<file path="config.mk">
export PLATFORM = sky130hd
export DESIGN_NAME = inst_encoder_flat
export DESIGN_NICKNAME = d
export VERILOG_FILES = /design/src/rtl/inst_encoder_if.sv /design/src/rtl/inst_encoder.sv /design/src/flat_wrapper.sv
export SDC_FILE = /design/constraint.sdc
export NUM_CORES = 1
export LEC_CHECK = 0
export CAP_MARGIN = 40
export CORE_MARGIN = 8
export CORE_UTILIZATION = 30
export CTS_BUF_LIST = sky130_fd_sc_hd__clkbuf_16
export CTS_CLUSTER_SIZE = 8
export DETAILED_ROUTE_END_ITERATION = 12
export PLACE_DENSITY = 0.62
export SLEW_MARGIN = 10
export SYNTH_ARGS = -nofsm -noshare
export SYNTH_HDL_FRONTEND = slang
export SYNTH_SLANG_ARGS = --single-unit
</file>
<file path="constraint.sdc">
create_clock -name clk -period 5.64 [get_ports clk]
set_clock_uncertainty 0.1 [all_clocks]
set_input_delay 1.128 -clock clk [delete_from_list [all_inputs] [get_ports clk]]
set_output_delay 1.128 -clock clk [all_outputs]
set_load 0.1 [all_outputs]
</file>
<file path="src/rtl/inst_encoder_if.sv">
// Streaming handshake bundle for inst_encoder: decoded-field input stream,
// encoded-word output stream, synchronous clear and error reporting.
interface inst_encoder_if #(
    parameter int unsigned ADDR_W = 32
);
    logic              clear;
    logic              in_valid;
    logic              in_ready;
    logic [1:0]        in_kind;
    logic [4:0]        in_rd;
    logic [4:0]        in_rs1;
    logic [4:0]        in_rs2;
    logic [2:0]        in_funct3;
    logic [6:0]        in_funct7;
    logic [31:0]       in_imm;
    logic              out_valid;
    logic              out_ready;
    logic [31:0]       out_inst;
    logic [ADDR_W-1:0] out_addr;
    logic              err_pulse;
    logic [7:0]        err_count;

    // Producer of fields and consumer of words.
    modport master (
        output clear, in_valid, in_kind, in_rd, in_rs1, in_rs2, in_funct3, in_funct7, in_imm,
        output out_ready,
        input  in_ready, out_valid, out_inst, out_addr, err_pulse, err_count
    );

    // The encoder itself.
    modport slave (
        input  clear, in_valid, in_kind, in_rd, in_rs1, in_rs2, in_funct3, in_funct7, in_imm,
        input  out_ready,
        output in_ready, out_valid, out_inst, out_addr, err_pulse, err_count
    );
endinterface

</file>
<file path="src/rtl/inst_encoder.sv">
// RISC-V I/S/SB instruction encoder with a single output register stage.
// Range-checks the signed immediate, packs the fields into a 32-bit word and
// tags it with a sequential byte address for instruction-memory loading.
module inst_encoder #(
    parameter int unsigned       ADDR_W    = 32,
    parameter logic [ADDR_W-1:0] ADDR_BASE = '0
) (
    input logic           clk,
    input logic           rst,
    inst_encoder_if.slave bus
);

    typedef enum logic [1:0] {
        KindLoad   = 2'd0,
        KindOpImm  = 2'd1,
        KindStore  = 2'd2,
        KindBranch = 2'd3
    } kind_e;

    localparam logic [6:0] OpLoad   = 7'b0000011;
    localparam logic [6:0] OpOpImm  = 7'b0010011;
    localparam logic [6:0] OpStore  = 7'b0100011;
    localparam logic [6:0] OpBranch = 7'b1100011;

    logic              out_valid_q, out_valid_d;
    logic [31:0]       out_inst_q, out_inst_d;
    logic [ADDR_W-1:0] out_addr_q, out_addr_d;
    logic              err_pulse_q, err_pulse_d;
    logic [7:0]        err_count_q, err_count_d;

    logic        in_ready;
    logic        accept;
    logic        xfer;
    logic        legal;
    logic [31:0] enc_inst;
    logic        is_shift;
    logic        imm12_ok;
    logic        imm13_ok;
    logic        shamt_ok;
    kind_e       kind;

    // Only combinational path through the block: out_ready -> in_ready.
    assign in_ready = !out_valid_q || bus.out_ready;
    assign accept   = bus.in_valid && in_ready && !bus.clear;
    assign xfer     = out_valid_q && bus.out_ready;
    assign kind     = kind_e'(bus.in_kind);

    // Range checks: the immediate must sign-extend cleanly from the field width,
    // so every bit above the field's sign bit has to equal that sign bit.
    always_comb begin
        imm12_ok = (&bus.in_imm[31:11]) || !(|bus.in_imm[31:11]);
        imm13_ok = (&bus.in_imm[31:12]) || !(|bus.in_imm[31:12]);
        shamt_ok = !(|bus.in_imm[31:5]);
        is_shift = (kind == KindOpImm) &&
                   ((bus.in_funct3 == 3'b001) || (bus.in_funct3 == 3'b101));
    end

    // Field packing and legality per instruction format.
    always_comb begin
        legal    = 1'b0;
        enc_inst = '0;
        unique case (kind)
            KindLoad: begin
                legal    = imm12_ok;
                enc_inst = {bus.in_imm[11:0], bus.in_rs1, bus.in_funct3, bus.in_rd, OpLoad};
            end
            KindOpImm: begin
                if (is_shift) begin
                    legal    = shamt_ok;
                    enc_inst = {bus.in_funct7, bus.in_imm[4:0], bus.in_rs1, bus.in_funct3,
                                bus.in_rd, OpOpImm};
                end else begin
                    legal    = imm12_ok;
                    enc_inst = {bus.in_imm[11:0], bus.in_rs1, bus.in_funct3, bus.in_rd, OpOpImm};
                end
            end
            KindStore: begin
                legal    = imm12_ok;
                enc_inst = {bus.in_imm[11:5], bus.in_rs2, bus.in_rs1, bus.in_funct3,
                            bus.in_imm[4:0], OpStore};
            end
            KindBranch: begin
                // Branch offsets are halfword aligned; bit 0 is not encoded.
                legal    = imm13_ok && !bus.in_imm[0];
                enc_inst = {bus.in_imm[12], bus.in_imm[10:5], bus.in_rs2, bus.in_rs1,
                            bus.in_funct3, bus.in_imm[4:1], bus.in_imm[11], OpBranch};
            end
            default: begin
                legal    = 1'b0;
                enc_inst = '0;
            end
        endcase
    end

    // Next-state: clear outranks everything; otherwise a transfer and an accept
    // may happen in the same cycle, giving back-to-back throughput.
    always_comb begin
        out_valid_d = out_valid_q;
        out_inst_d  = out_inst_q;
        out_addr_d  = out_addr_q;
        err_pulse_d = 1'b0;
        err_count_d = err_count_q;
        if (bus.clear) begin
            out_valid_d = 1'b0;
            out_addr_d  = ADDR_BASE;
        end else begin
            if (xfer) begin
                out_valid_d = 1'b0;
                out_addr_d  = out_addr_q + ADDR_W'(4);
            end
            if (accept) begin
                if (legal) begin
                    out_inst_d  = enc_inst;
                    out_valid_d = 1'b1;
                end else begin
                    err_pulse_d = 1'b1;
                    if (err_count_q != 8'hFF) begin
                        err_count_d = err_count_q + 8'd1;
                    end
                end
            end
        end
    end

    // State registers with asynchronous reset; reset drops any held word.
    always_ff @(posedge clk or posedge rst) begin
        if (rst) begin
            out_valid_q <= 1'b0;
            out_inst_q  <= '0;
            out_addr_q  <= ADDR_BASE;
            err_pulse_q <= 1'b0;
            err_count_q <= '0;
        end else begin
            out_valid_q <= out_valid_d;
            out_inst_q  <= out_inst_d;
            out_addr_q  <= out_addr_d;
            err_pulse_q <= err_pulse_d;
            err_count_q <= err_count_d;
        end
    end

    assign bus.in_ready  = in_ready;
    assign bus.out_valid = out_valid_q;
    assign bus.out_inst  = out_inst_q;
    assign bus.out_addr  = out_addr_q;
    assign bus.err_pulse = err_pulse_q;
    assign bus.err_count = err_count_q;

endmodule

</file>
<file path="src/flat_wrapper.sv">
// flat-port wrapper written by rule: the top's interface ports become plain ports
module inst_encoder_flat 
#(
    parameter int unsigned       ADDR_W    = 32,
    parameter logic [ADDR_W-1:0] ADDR_BASE = '0
)
  (clk, rst, bus_clear, bus_in_valid, bus_in_kind, bus_in_rd, bus_in_rs1, bus_in_rs2, bus_in_funct3, bus_in_funct7, bus_in_imm, bus_out_ready, bus_in_ready, bus_out_valid, bus_out_inst, bus_out_addr, bus_err_pulse, bus_err_count);
  inst_encoder_if #(.ADDR_W(ADDR_W)) bus_i ();
  input logic clk;
  input logic rst;
  input wire logic [$bits(bus_i.clear)-1:0] bus_clear;
  input wire logic [$bits(bus_i.in_valid)-1:0] bus_in_valid;
  input wire logic [$bits(bus_i.in_kind)-1:0] bus_in_kind;
  input wire logic [$bits(bus_i.in_rd)-1:0] bus_in_rd;
  input wire logic [$bits(bus_i.in_rs1)-1:0] bus_in_rs1;
  input wire logic [$bits(bus_i.in_rs2)-1:0] bus_in_rs2;
  input wire logic [$bits(bus_i.in_funct3)-1:0] bus_in_funct3;
  input wire logic [$bits(bus_i.in_funct7)-1:0] bus_in_funct7;
  input wire logic [$bits(bus_i.in_imm)-1:0] bus_in_imm;
  input wire logic [$bits(bus_i.out_ready)-1:0] bus_out_ready;
  output wire logic [$bits(bus_i.in_ready)-1:0] bus_in_ready;
  output wire logic [$bits(bus_i.out_valid)-1:0] bus_out_valid;
  output wire logic [$bits(bus_i.out_inst)-1:0] bus_out_inst;
  output wire logic [$bits(bus_i.out_addr)-1:0] bus_out_addr;
  output wire logic [$bits(bus_i.err_pulse)-1:0] bus_err_pulse;
  output wire logic [$bits(bus_i.err_count)-1:0] bus_err_count;
  assign bus_i.clear = bus_clear;
  assign bus_i.in_valid = bus_in_valid;
  assign bus_i.in_kind = bus_in_kind;
  assign bus_i.in_rd = bus_in_rd;
  assign bus_i.in_rs1 = bus_in_rs1;
  assign bus_i.in_rs2 = bus_in_rs2;
  assign bus_i.in_funct3 = bus_in_funct3;
  assign bus_i.in_funct7 = bus_in_funct7;
  assign bus_i.in_imm = bus_in_imm;
  assign bus_i.out_ready = bus_out_ready;
  assign bus_in_ready = bus_i.in_ready;
  assign bus_out_valid = bus_i.out_valid;
  assign bus_out_inst = bus_i.out_inst;
  assign bus_out_addr = bus_i.out_addr;
  assign bus_err_pulse = bus_i.err_pulse;
  assign bus_err_count = bus_i.err_count;
  inst_encoder #(.ADDR_W(ADDR_W), .ADDR_BASE(ADDR_BASE)) u_core (.clk(clk), .rst(rst), .bus(bus_i));
endmodule
</file>
==> results of run 1 <==
==> area by class of cell <==
type	count	area, um2
Inverter	9	33.8
Clock buffer	9	225
Multi-Input combinational cell	228	1640
Sequential cell	69	1730
Timing Repair Buffer	207	2650
Clock inverter	7	35.0
Tap cell	143	179
Fill cell	957	4880
==> stage by stage <==
stage          worst slack (ns)  total power [W]
2_1_floorplan              2.28         0.000797
3_3_place_gp               1.35         0.000913
3_5_place_dp               1.31         0.000996
4_1_cts                    1.65          0.00150
5_1_grt                    1.42          0.00154
6_report                   1.68          0.00148
==> metal layers <==
layer  vias to the layer above  wire (um)  global-route usage, %
met5                         -          0                      0
met4                         0        174                   4.74
met3                        14        543                   3.49
met2                        76       5690                   24.7
met1                      1540       4320                   16.8
li1                       1525          -                      -
==> state kept, by name, summed over array words and instances, names as in the netlist <==
signal,count
u_core.bus.err_count,8
u_core.bus.err_pulse,1
u_core.bus.out_valid,1
u_core.bus.out_inst,29
u_core.bus.out_addr,30
==> path summary, 6_finish.rpt <==
| kind | slack, ns | depth (start not counted) | endpoint |
|---|---|---|---|
| hold / removal | 0.39 | 1 | u_core.bus.err_count[4]$_DFFE_PP0P_ |
| min in group asynchronous | 1.13 | 2 | u_core.bus.out_addr[14]$_DFFE_PP0N_ |
| hold reg to reg | 0.39 | 1 | u_core.bus.err_count[4]$_DFFE_PP0P_ |
| setup / recovery | 1.68 | 7 | u_core.bus.out_inst[9]$_DFFE_PP0P_ |
| setup reg to reg | 3.30 | 5 | u_core.bus.out_addr[29]$_DFFE_PP0N_ |
| max in group asynchronous | 3.35 | 3 | u_core.bus.out_inst[17]$_DFFE_PP0P_ |
==> cell usage in the layout, fill, tap and decap left out, types with 2 or more instances in the layout <==
cell type / n
sky130_fd_sc_hd__nand2b_1: 3
sky130_fd_sc_hd__dfrtp_1: 69
sky130_fd_sc_hd__ha_1: 2
sky130_fd_sc_hd__o21ai_0: 8
sky130_fd_sc_hd__and2_1: 2
sky130_fd_sc_hd__o22ai_1: 2
sky130_fd_sc_hd__xnor2_1: 7
sky130_fd_sc_hd__xor2_1: 21
sky130_fd_sc_hd__mux2_4: 8
sky130_fd_sc_hd__conb_1: 4
sky130_fd_sc_hd__nor3_2: 2
sky130_fd_sc_hd__inv_1: 10
sky130_fd_sc_hd__nand2_1: 21
sky130_fd_sc_hd__clkinvlp_4: 2
sky130_fd_sc_hd__buf_8: 53
sky130_fd_sc_hd__nand3_1: 12
sky130_fd_sc_hd__and4_1: 3
sky130_fd_sc_hd__mux2_2: 36
sky130_fd_sc_hd__nor2_1: 31
sky130_fd_sc_hd__buf_4: 2
sky130_fd_sc_hd__buf_16: 18
sky130_fd_sc_hd__nor2b_1: 2
sky130_fd_sc_hd__nand4_1: 14
sky130_fd_sc_hd__or3_1: 6
sky130_fd_sc_hd__and3_1: 3
sky130_fd_sc_hd__mux2i_1: 2
sky130_fd_sc_hd__clkdlybuf4s50_1: 134
sky130_fd_sc_hd__a21oi_1: 13
sky130_fd_sc_hd__nor4_1: 10
sky130_fd_sc_hd__clkinv_1: 2
sky130_fd_sc_hd__clkbuf_16: 9
sky130_fd_sc_hd__nor3_1: 7
==> power groups by stage <==
stage	registers, W	clock network [W]	logic, W
floorplan	0.000723	0	0.0000741
detailed placement	0.000557	0	0.000439
CTS	0.000550	0.000511	0.000441
finish	0.000550	0.000496	0.000436
global placement	0.000557	0	0.000356
global route	0.000554	0.000531	0.000457
==> cells by family (layout without fill, tap and decap cells) <==
logic type	after synthesis	in the layout
compound gates	26	26
xor+xnor	28	28
fa+ha+maj	2	2
buf+inv	23	232
flops	69	69
mux	46	46
other cells	1	4
simple gates	122	122
==> Implementation_results.wiki, run 1 <==
{| class="wikitable"
! Metric !! Value
|-
| Clk buf depth || 2
|-
| Number of buffers inserted by hold repair at cts || 0
|-
| Status || finished, final reports clean
|-
| Final instance area || 6490 um2
|-
| Detailed-route wire length || 10,700 um
|-
| CTS H-tree depth || 3
|-
| Category of the critical setup timing path || in -> reg
|-
| Global-route wire length before repair || 17,300 um
|-
| Cell area power density || 228 nW/um2
|-
| # setup viols final || 0
|-
| Number of antenna violations at the first check in global routing || 0
|-
| Adder-Cell Fraction of Synth Area || 0.718%
|-
| Dominant synthesized flop cell || sky130_fd_sc_hd__dfrtp_1
|-
| CTS Root Buffer Type || sky130_fd_sc_hd__clkbuf_16
|-
| Hpwl dp || 8570 um
|-
| Simple-gate portion of the synthesized area || 18.5%
|-
| Number of instances in the placed design || 656
|-
| Combinational family with the most area after synthesis || simple AND/OR/NAND/NOR gates
|-
| Most numerous cell in the Yosys netlist || sky130_fd_sc_hd__dfrtp_1
|-
| Fraction of synthesized area in multiplexers || 15.7%
|-
| Number of buffers inserted to repair setup after CTS || 0
|-
| Startpoint of the worst-slack reg-to-reg timing path || u_core.bus.out_addr[9]$_DFFE_PP0N_
|-
| IO Port Bufs || 134
|-
| Yosys Warn Count || 0
|-
| Post-route minimum period || 3.96 ns
|-
| Portion of synthesized cell area occupied by the leading cell type || 49.6%
|-
| Worst Setup End Kind || flop
|-
| Synth Instances || 317
|-
| Cell area after synthesis || 3480 um2
|-
| Netlist cell types || 40
|-
| Worst Path Max Fanout || 29
|-
| Slew @ Worst Pin || 0.792 ns
|-
| Gates resized, CTS repair || 0
|-
| Core area || 11,400 um2
|-
| Power share of the sequential group || 37.1%
|-
| Worst path bufs/invs || 1
|-
| Die Width || 124 um
|-
| Layout Cells excl Fill || 672
|-
| Remaining routing DRC violations || 0
|-
| Vertical extent of the die || 124 um
|-
| Total via count after detailed routing || 3,155
|-
| Leakage power of the design || 2.77 nW
|-
| Switching pwr || 0.000500 W
|-
| Setup TNS Final || 0 ns
|-
| Critical-path cell list || clkdlybuf4s50_1 -> nand2_2 -> nor2_4 -> o211ai_2 -> o32ai_4 -> nand2b_2 -> mux2_4
|-
| Number of I/O pins || 139
|-
| Avg Inst Size Synth || 11.0 um2
|-
| Avg Vias per Cell || 4.69
|-
| GRT Residual Overflow || 0
|-
| XOR/XNOR Fraction of Synth Area || 7.04%
|-
| Count of antenna diodes in the layout || 0
|-
| Util after Layout || 57.1%
|-
| CTS tree || done
|-
| Die footprint || 15,300 um2
|-
| Synthesis-stage register bit count || 69
|-
| DR iter-0 viols || 103
|-
| Final Max Tran Viols || 0
|-
| Synth top area cells || sky130_fd_sc_hd__dfrtp_1 (50%), sky130_fd_sc_hd__mux2_2 (12%), sky130_fd_sc_hd__xor2_1 (5.3%)
|-
| Logic pwr share || 29.4%
|-
| Number of rows created at floorplan || 39
|-
| Worst setup startpoint || bus_in_kind[1]
|-
| Number of global-route vias before repair || 3,326
|-
| Leading post-synthesis cells by instance count || sky130_fd_sc_hd__dfrtp_1 (69), sky130_fd_sc_hd__mux2_2 (36), sky130_fd_sc_hd__nor2_1 (31)
|-
| Total of max-cap violations || 0
|-
| Count of nets after finishing || 590
|-
| Peak per-stage delay on the critical path || 0.98 ns
|-
| Pin count of the biggest net entering global routing || 39
|-
| Worst slack on hold paths || 0.394 ns
|-
| Arrival time reported for the critical path endpoint || 4.06 ns
|-
| Growth of design area from synthesis to finish || 86.3%
|-
| Share of the yosys chip area belonging to registers || 49.6%
|-
| CTS clock-pin slew for the worst setup and hold paths || 0.06 ns
|-
| Number of sinks handled by clock tree synthesis || 69
|-
| Count of flip-flops with a built-in enable after synthesis || 0
|-
| Clock latency at the later pin of the worst-skew pair || 0.32 ns
|-
| WL/cell || 16.0 um
|-
| Ratio of cells with drive above 1 in the final layout || 26.1%
|-
| Hold Fails Final Rpt || 0
|-
| Clk pwr share || 33.5%
|-
| Largest voltage drop on the vdd net || 0.000476 V
|-
| TritonCTS buffer count || 9
|-
| Element type at the critical path start || input port
|-
| Overall routing resource usage || 14.2%
|-
| Antenna Violating Nets Remaining || 0
|-
| Final GP Congestion || 0.819
|-
| Starting utilization of the core area || 30.6%
|-
| Setup repair after global routing missed its margin || no
|-
| Fraction of the mapped netlist area in compound gates || 4.78%
|-
| Min-delay worst type || reg -> reg
|-
| Cell with the largest stage delay on the worst path || sky130_fd_sc_hd__clkdlybuf4s50_1
|-
| Top Family by Delay on Critical Path || buffers and inverters
|-
| Total internal power || 0.000982 W
|-
| Leading area contributor after synthesis || sky130_fd_sc_hd__dfrtp_1
|-
| Worst path required time || 5.74 ns
|-
| Worst hold start || u_core.bus.err_count[4]$_DFFE_PP0P_
|-
| Proportion of total power due to net switching || 33.7%
|-
| First-pass iteration count of the detailed router || 4
|-
| Final clock period utilization by the worst path || 70.2%
|-
| Max-slew headroom || 47.2%
|-
| Achievable clock frequency || 253 MHz
|-
| Post-Place Cell Area || 6230 um2
|-
| Fraction of registers with async set or reset after synthesis || 100%
|}
No activity file was read; power rests on OpenSTA's default activity.
==> inputs of run 2 (changes only) <==
Settings changed: PLACE_DENSITY 0.62 to 0.64.
Clock period 5.64 ns to 3.5 ns, I/O delays scaled along.
==> run 2 against run 1 <==
Effect of this change:
- wire length is 9.6% lower
- critical path type unchanged
- worst hold slack better by 0.0075 ns
- flip-flop and latch count unchanged
- die area stayed put
- highest routed layer unchanged
- clock power increased by 120%
- power is 72% higher
==> Implementation_results.wiki, run 2 (synthesis results as in run 1) <==
{| class="wikitable"
! Metric !! Value
|-
| Worst path bufs/invs || 2
|-
| WL/cell || 16.0 um
|-
| Number of antenna violations at the first check in global routing || 0
|-
| Overall routing resource usage || 12.6%
|-
| IO Port Bufs || 134
|-
| Growth of design area from synthesis to finish || 49.2%
|-
| Number of sinks handled by clock tree synthesis || 69
|-
| Core area || 11,400 um2
|-
| Most common library cell in the layout ignoring fill and taps || sky130_fd_sc_hd__buf_4
|-
| Antenna Violating Nets Remaining || 0
|-
| Number of instances in the placed design || 592
|-
| Peak per-stage delay on the critical path || 0.48 ns
|-
| Arrival time reported for the critical path endpoint || 2.93 ns
|-
| Top Family by Delay on Critical Path || buffers and inverters
|-
| Leakage power of the design || 2.40 nW
|-
| Ratio of cells with drive above 1 in the final layout || 31.8%
|-
| Remaining routing DRC violations || 0
|-
| Worst R2R Path Depth || 6
|-
| Vertical extent of the die || 124 um
|-
| Count of cell instances traversed by the critical path || 8
|-
| Count of cells along the worst hold path || 1
|-
| Min-delay worst type || reg -> reg
|-
| Cell with the largest stage delay on the worst path || sky130_fd_sc_hd__clkdlybuf4s50_1
|-
| Critical-path cell list || clkdlybuf4s50_1 -> nor2b_1 -> nand2_1 -> a221oi_1 -> o32ai_4 -> nand2b_2 -> buf_4 -> mux2_2
|-
| DR iter-0 viols || 161
|-
| Post-route minimum period || 2.82 ns
|-
| Element type at the critical path start || input port
|-
| Die footprint || 15,300 um2
|-
| Largest voltage drop on the vdd net || 0.000958 V
|-
| Final clock period utilization by the worst path || 80.7%
|-
| TritonCTS buffer count || 9
|-
| CTS Root Buffer Type || sky130_fd_sc_hd__clkbuf_16
|-
| CTS clock-pin slew for the worst setup and hold paths || 0.06 ns
|-
| Status || finished, final reports clean
|-
| Avg Vias per Cell || 4.73
|-
| Hold Fails Final Rpt || 0
|-
| Final GP Congestion || 0.788
|-
| Startpoint of the worst-slack reg-to-reg timing path || u_core.bus.out_addr[9]$_DFFE_PP0N_
|-
| Die Width || 124 um
|-
| Worst setup startpoint || bus_in_funct3[0]
|-
| First-pass iteration count of the detailed router || 4
|-
| Count of nets after finishing || 526
|-
| Number of global-route vias before repair || 2,915
|-
| Slew @ Worst Pin || 0.695 ns
|-
| GRT Residual Overflow || 0
|-
| Worst Setup End Kind || flop
|-
| Max reg flops || 30
|-
| Global-route wire length before repair || 15,000 um
|-
| Critical Path End || u_core.bus.out_inst[22]$_DFFE_PP0P_
|-
| Clk buf depth || 2
|-
| Detailed-route wire length || 9700 um
|-
| Gates resized, CTS repair || 0
|-
| Number of rows created at floorplan || 39
|-
| Achievable clock frequency || 354 MHz
|-
| Starting utilization of the core area || 30.6%
|-
| Setup repair after global routing missed its margin || no
|-
| Hpwl dp || 7640 um
|-
| # setup viols final || 0
|-
| Clock latency at the later pin of the worst-skew pair || 0.32 ns
|-
| Setup TNS Final || 0 ns
|-
| CTS H-tree depth || 3
|-
| Cell area power density || 491 nW/um2
|-
| Number of buffers inserted to repair setup after CTS || 0
|-
| Final Max Tran Viols || 0
|-
| Layout Cells excl Fill || 608
|-
| Number of I/O pins || 139
|-
| Worst slack on hold paths || 0.402 ns
|-
| Top library cells by usage in the layout, fill and taps aside || sky130_fd_sc_hd__buf_4 (77), sky130_fd_sc_hd__dfrtp_1 (69), sky130_fd_sc_hd__clkdlybuf4s50_1 (64)
|-
| Pin count of the biggest net entering global routing || 40
|-
| Category of the critical setup timing path || in -> reg
|-
| Total via count after detailed routing || 2,876
|-
| Max-slew headroom || 53.6%
|-
| Count of antenna diodes in the layout || 0
|-
| CTS tree || done
|-
| Critical register-to-register path endpoint || u_core.bus.out_addr[31]$_DFFE_PP0N_
|-
| Worst path required time || 3.61 ns
|-
| Number of buffers inserted by hold repair at cts || 0
|-
| Total of max-cap violations || 0
|-
| Worst Path Max Fanout || 29
|-
| Worst reg-to-reg setup slack || 1.23 ns
|}
-- run 2: per-layer routing --
layer / vias to the layer above / share of wire (%) / global-route usage [%] / routed length (um)
li1: 1402 / - / - / -
met1: 1378 / 42 / 16.0 / 4080
met2: 80 / 47 / 19.2 / 4610
met3: 16 / 7.7 / 3.58 / 743
met4: 0 / 2.8 / 6.40 / 270
met5: - / 0 / 0 / 0
-- run 2: final cells by class --
class	count	area [um2]
clock buffers	9	225
clock inverters	7	138
fillers	1075	6170
inverters	9	33.8
multi-input cells	228	1640
flip-flops and latches	69	1730
well taps	143	179
repair buffers	143	1250
-- run 2: where the power goes --
part           internal, W  switching, W
clock             0.000765      0.000336
sequential        0.000836     0.0000512
combinational     0.000166      0.000399
-- run 2: worst min path at each step --
| stage | from | to | slack (ns) |
|---|---|---|---|
| after floorplan | bus_in_valid | u_core.bus.out_valid$_DFF_PP0_ | 0.74 |
| after global placement | u_core.bus.err_count[4]$_DFFE_PP0P_ | u_core.bus.err_count[4]$_DFFE_PP0P_ | 0.38 |
| after detailed placement | u_core.bus.err_count[4]$_DFFE_PP0P_ | u_core.bus.err_count[4]$_DFFE_PP0P_ | 0.39 |
| after CTS | u_core.bus.out_inst[24]$_DFFE_PP0P_ | u_core.bus.out_inst[24]$_DFFE_PP0P_ | 0.41 |
| after global routing | u_core.bus.out_inst[17]$_DFFE_PP0P_ | u_core.bus.out_inst[17]$_DFFE_PP0P_ | 0.42 |
| final | u_core.bus.err_count[4]$_DFFE_PP0P_ | u_core.bus.err_count[4]$_DFFE_PP0P_ | 0.40 |
-- run 2: per-stage QoR --
step	util, %	power (W)	cell area [um2]	setup WS, ns
detailed placement	42.5	0.00147	4830	0.332
CTS	45.7	0.00259	5200	0.684
floorplan	-	0.00128	3490	0.172
finish	45.7	0.00255	5200	0.677
global placement	42.4	0.00146	4820	0.432
global route	45.7	0.00265	5200	0.522
==> inputs of run 3 (changes only) <==
Clock period 3.5 ns to 2.5 ns, I/O delays scaled along.
==> run 3 against run 2 <==
Effect of this change:
- power is 28% higher
- combinational power grew 45%
- sequential power up 40%
- sequential share of layout area shrank 0.73 points
- core utilization up 1.2 points
- worst hold slack got worse by 0.0063 ns
- first-iteration DRC count down 12%
- via count rose by 3.4%
- global-route usage increased by 0.31 points
- highest routed layer unchanged
==> Implementation_results.wiki, run 3 (synthesis results as in run 1) <==
{| class="wikitable"
! Metric !! Value
|-
| Status || finished, final reports clean
|-
| Ratio of cells with drive above 1 in the final layout || 36.3%
|-
| Count of filler cells inserted in the layout || 1,074
|-
| Number of buffers inserted by hold repair at cts || 0
|-
| First-pass iteration count of the detailed router || 4
|-
| Largest voltage drop on the vdd net || 0.000875 V
|-
| Count of antenna diodes in the layout || 0
|-
| Min-delay worst type || reg -> reg
|-
| Post-route minimum period || 2.39 ns
|-
| CTS Root Buffer Type || sky130_fd_sc_hd__clkbuf_16
|-
| CTS H-tree depth || 3
|-
| Count of nets after finishing || 546
|-
| Clk buf depth || 2
|-
| Cell area power density || 614 nW/um2
|-
| Worst path required time || 2.61 ns
|-
| Pin count of the biggest net entering global routing || 36
|-
| Worst Path Max Fanout || 9
|-
| Max reg flops || 30
|-
| Growth of design area from synthesis to finish || 53.1%
|-
| DR iter-0 viols || 141
|-
| Antenna Violating Nets Remaining || 0
|-
| Category of the critical setup timing path || in -> reg
|-
| Final GP Congestion || 0.843
|-
| Most common library cell in the layout ignoring fill and taps || sky130_fd_sc_hd__buf_4
|-
| Clock latency at the later pin of the worst-skew pair || 0.32 ns
|-
| # setup viols final || 0
|-
| Element type at the critical path start || input port
|-
| Final clock period utilization by the worst path || 95.6%
|-
| Die footprint || 15,300 um2
|-
| Setup TNS Final || 0 ns
|-
| Number of antenna violations at the first check in global routing || 0
|-
| Total via count after detailed routing || 2,973
|-
| Hpwl dp || 7880 um
|-
| Arrival time reported for the critical path endpoint || 2.50 ns
|-
| Detailed-route wire length || 9970 um
|-
| Core area || 11,400 um2
|-
| Number of I/O pins || 139
|-
| Remaining routing DRC violations || 0
|-
| TritonCTS buffer count || 9
|-
| Global-route wire length before repair || 15,500 um
|-
| GRT Residual Overflow || 0
|-
| CTS clock-pin slew for the worst setup and hold paths || 0.06 ns
|-
| Die Width || 124 um
|-
| WL/cell || 15.9 um
|-
| Area of the multi-input gates || 1680 um2
|-
| Starting utilization of the core area || 30.6%
|-
| Hold Fails Final Rpt || 0
|-
| CTS tree || done
|-
| IO Port Bufs || 134
|-
| Worst Setup End Kind || flop
|-
| Setup repair after global routing missed its margin || yes
|-
| Total of max-cap violations || 0
|-
| Overall routing resource usage || 12.9%
|-
| Number of rows created at floorplan || 39
|-
| Util after Layout || 46.9%
|-
| Leakage power of the design || 2.49 nW
|-
| Setup slack after placement || -0.348 ns
|-
| Avg Vias per Cell || 4.73
|-
| Overall power consumption || 0.00327 W
|-
| Sequential cell area in the final layout || 1730 um2
|-
| Achievable clock frequency || 418 MHz
|-
| Top library cells by usage in the layout, fill and taps aside || sky130_fd_sc_hd__buf_4 (97), sky130_fd_sc_hd__dfrtp_1 (64), sky130_fd_sc_hd__clkdlybuf4s50_1 (62)
|-
| Worst Setup Slack, final || 0.110 ns
|-
| Number of global-route vias before repair || 3,050
|-
| Number of sinks handled by clock tree synthesis || 69
|-
| Number of buffers inserted to repair setup after CTS || 0
|-
| Vertical extent of the die || 124 um
|-
| Final Max Tran Viols || 0
|}
-- run 3: cell types whose count changed in the layout (fill, tap and decap cells not counted), moves of 3 or more --
cell	previous run	this run
sky130_fd_sc_hd__dfrtp_1	69	64
sky130_fd_sc_hd__dfrtp_2	0	5
sky130_fd_sc_hd__bufinv_16	4	1
sky130_fd_sc_hd__clkinv_1	0	3
sky130_fd_sc_hd__buf_4	77	97
-- run 3: through the flow --
stage                     hold slack [ns]  instances  area [um2]
after floorplan                     0.532        320        3510
after global placement              0.381        612        5010
after detailed placement            0.384        612        5010
after CTS                           0.396        628        5300
after global routing                0.414        628        5330
final                               0.395        628        5330
-- run 3: power breakdown --
group	leakage (nW)	switching, W	internal [W]	total [W]
Sequential	0.938	0.0000662	0.00117	0.00124
Combinational	1.41	0.000569	0.000249	0.000817
Clock	0.139	0.000463	0.000756	0.00122
-- run 3: layout make-up --
cell class	instances	area share, %
inverter	9	0.633
clock buffer	9	4.22
sequential	69	32.5
multi-input combinational	228	31.6
tap	143	3.35
timing repair buffer	163	26.6
clock inverter	7	1.08
-- run 3: path summary, 6_finish.rpt --
path / startpoint / endpoint / slack [ns] / depth (start not counted)
min in group asynchronous: rst / u_core.bus.out_addr[14]$_DFFE_PP0N_ / 0.42 / 3
setup / recovery: bus_in_imm[6] / u_core.bus.err_count[7]$_DFFE_PP0P_ / 0.11 / 9
setup reg to reg: u_core.bus.out_addr[9]$_DFFE_PP0N_ / u_core.bus.out_addr[29]$_DFFE_PP0N_ / 0.49 / 7
hold / removal: u_core.bus.err_count[4]$_DFFE_PP0P_ / u_core.bus.err_count[4]$_DFFE_PP0P_ / 0.40 / 1
hold reg to reg: u_core.bus.err_count[4]$_DFFE_PP0P_ / u_core.bus.err_count[4]$_DFFE_PP0P_ / 0.40 / 1
max in group asynchronous: rst / u_core.bus.out_addr[9]$_DFFE_PP0N_ / 1.43 / 3
-- run 3: layer usage --
layer  global-route usage (%)  part of all wire [%]  up-vias
met5                        0                     0        -
li1                         -                     -     1444
met4                     4.97                   1.3        0
met1                     16.1                    43     1440
met3                     3.67                   7.8       10
met2                     20.7                    48       79
-- run 3: worst max-delay path, cell delays in order --
cell and delay (ns):
sky130_fd_sc_hd__clkdlybuf4s50_1 0.52, sky130_fd_sc_hd__nor4_4 0.06, sky130_fd_sc_hd__buf_4 0.14, sky130_fd_sc_hd__a221oi_2 0.22, sky130_fd_sc_hd__buf_4 0.16, sky130_fd_sc_hd__o32ai_4 0.08
sky130_fd_sc_hd__buf_4 0.19, sky130_fd_sc_hd__nor4_2 0.28, sky130_fd_sc_hd__mux2_2 0.36
-- run 3: timing repair --
item | in CTS | in global routing
pin swaps | 0 | 0
endpoints found under the hold margin | 0 | 0
endpoints found under the setup margin | 1 | 31
gates resized for setup | 1 | 6
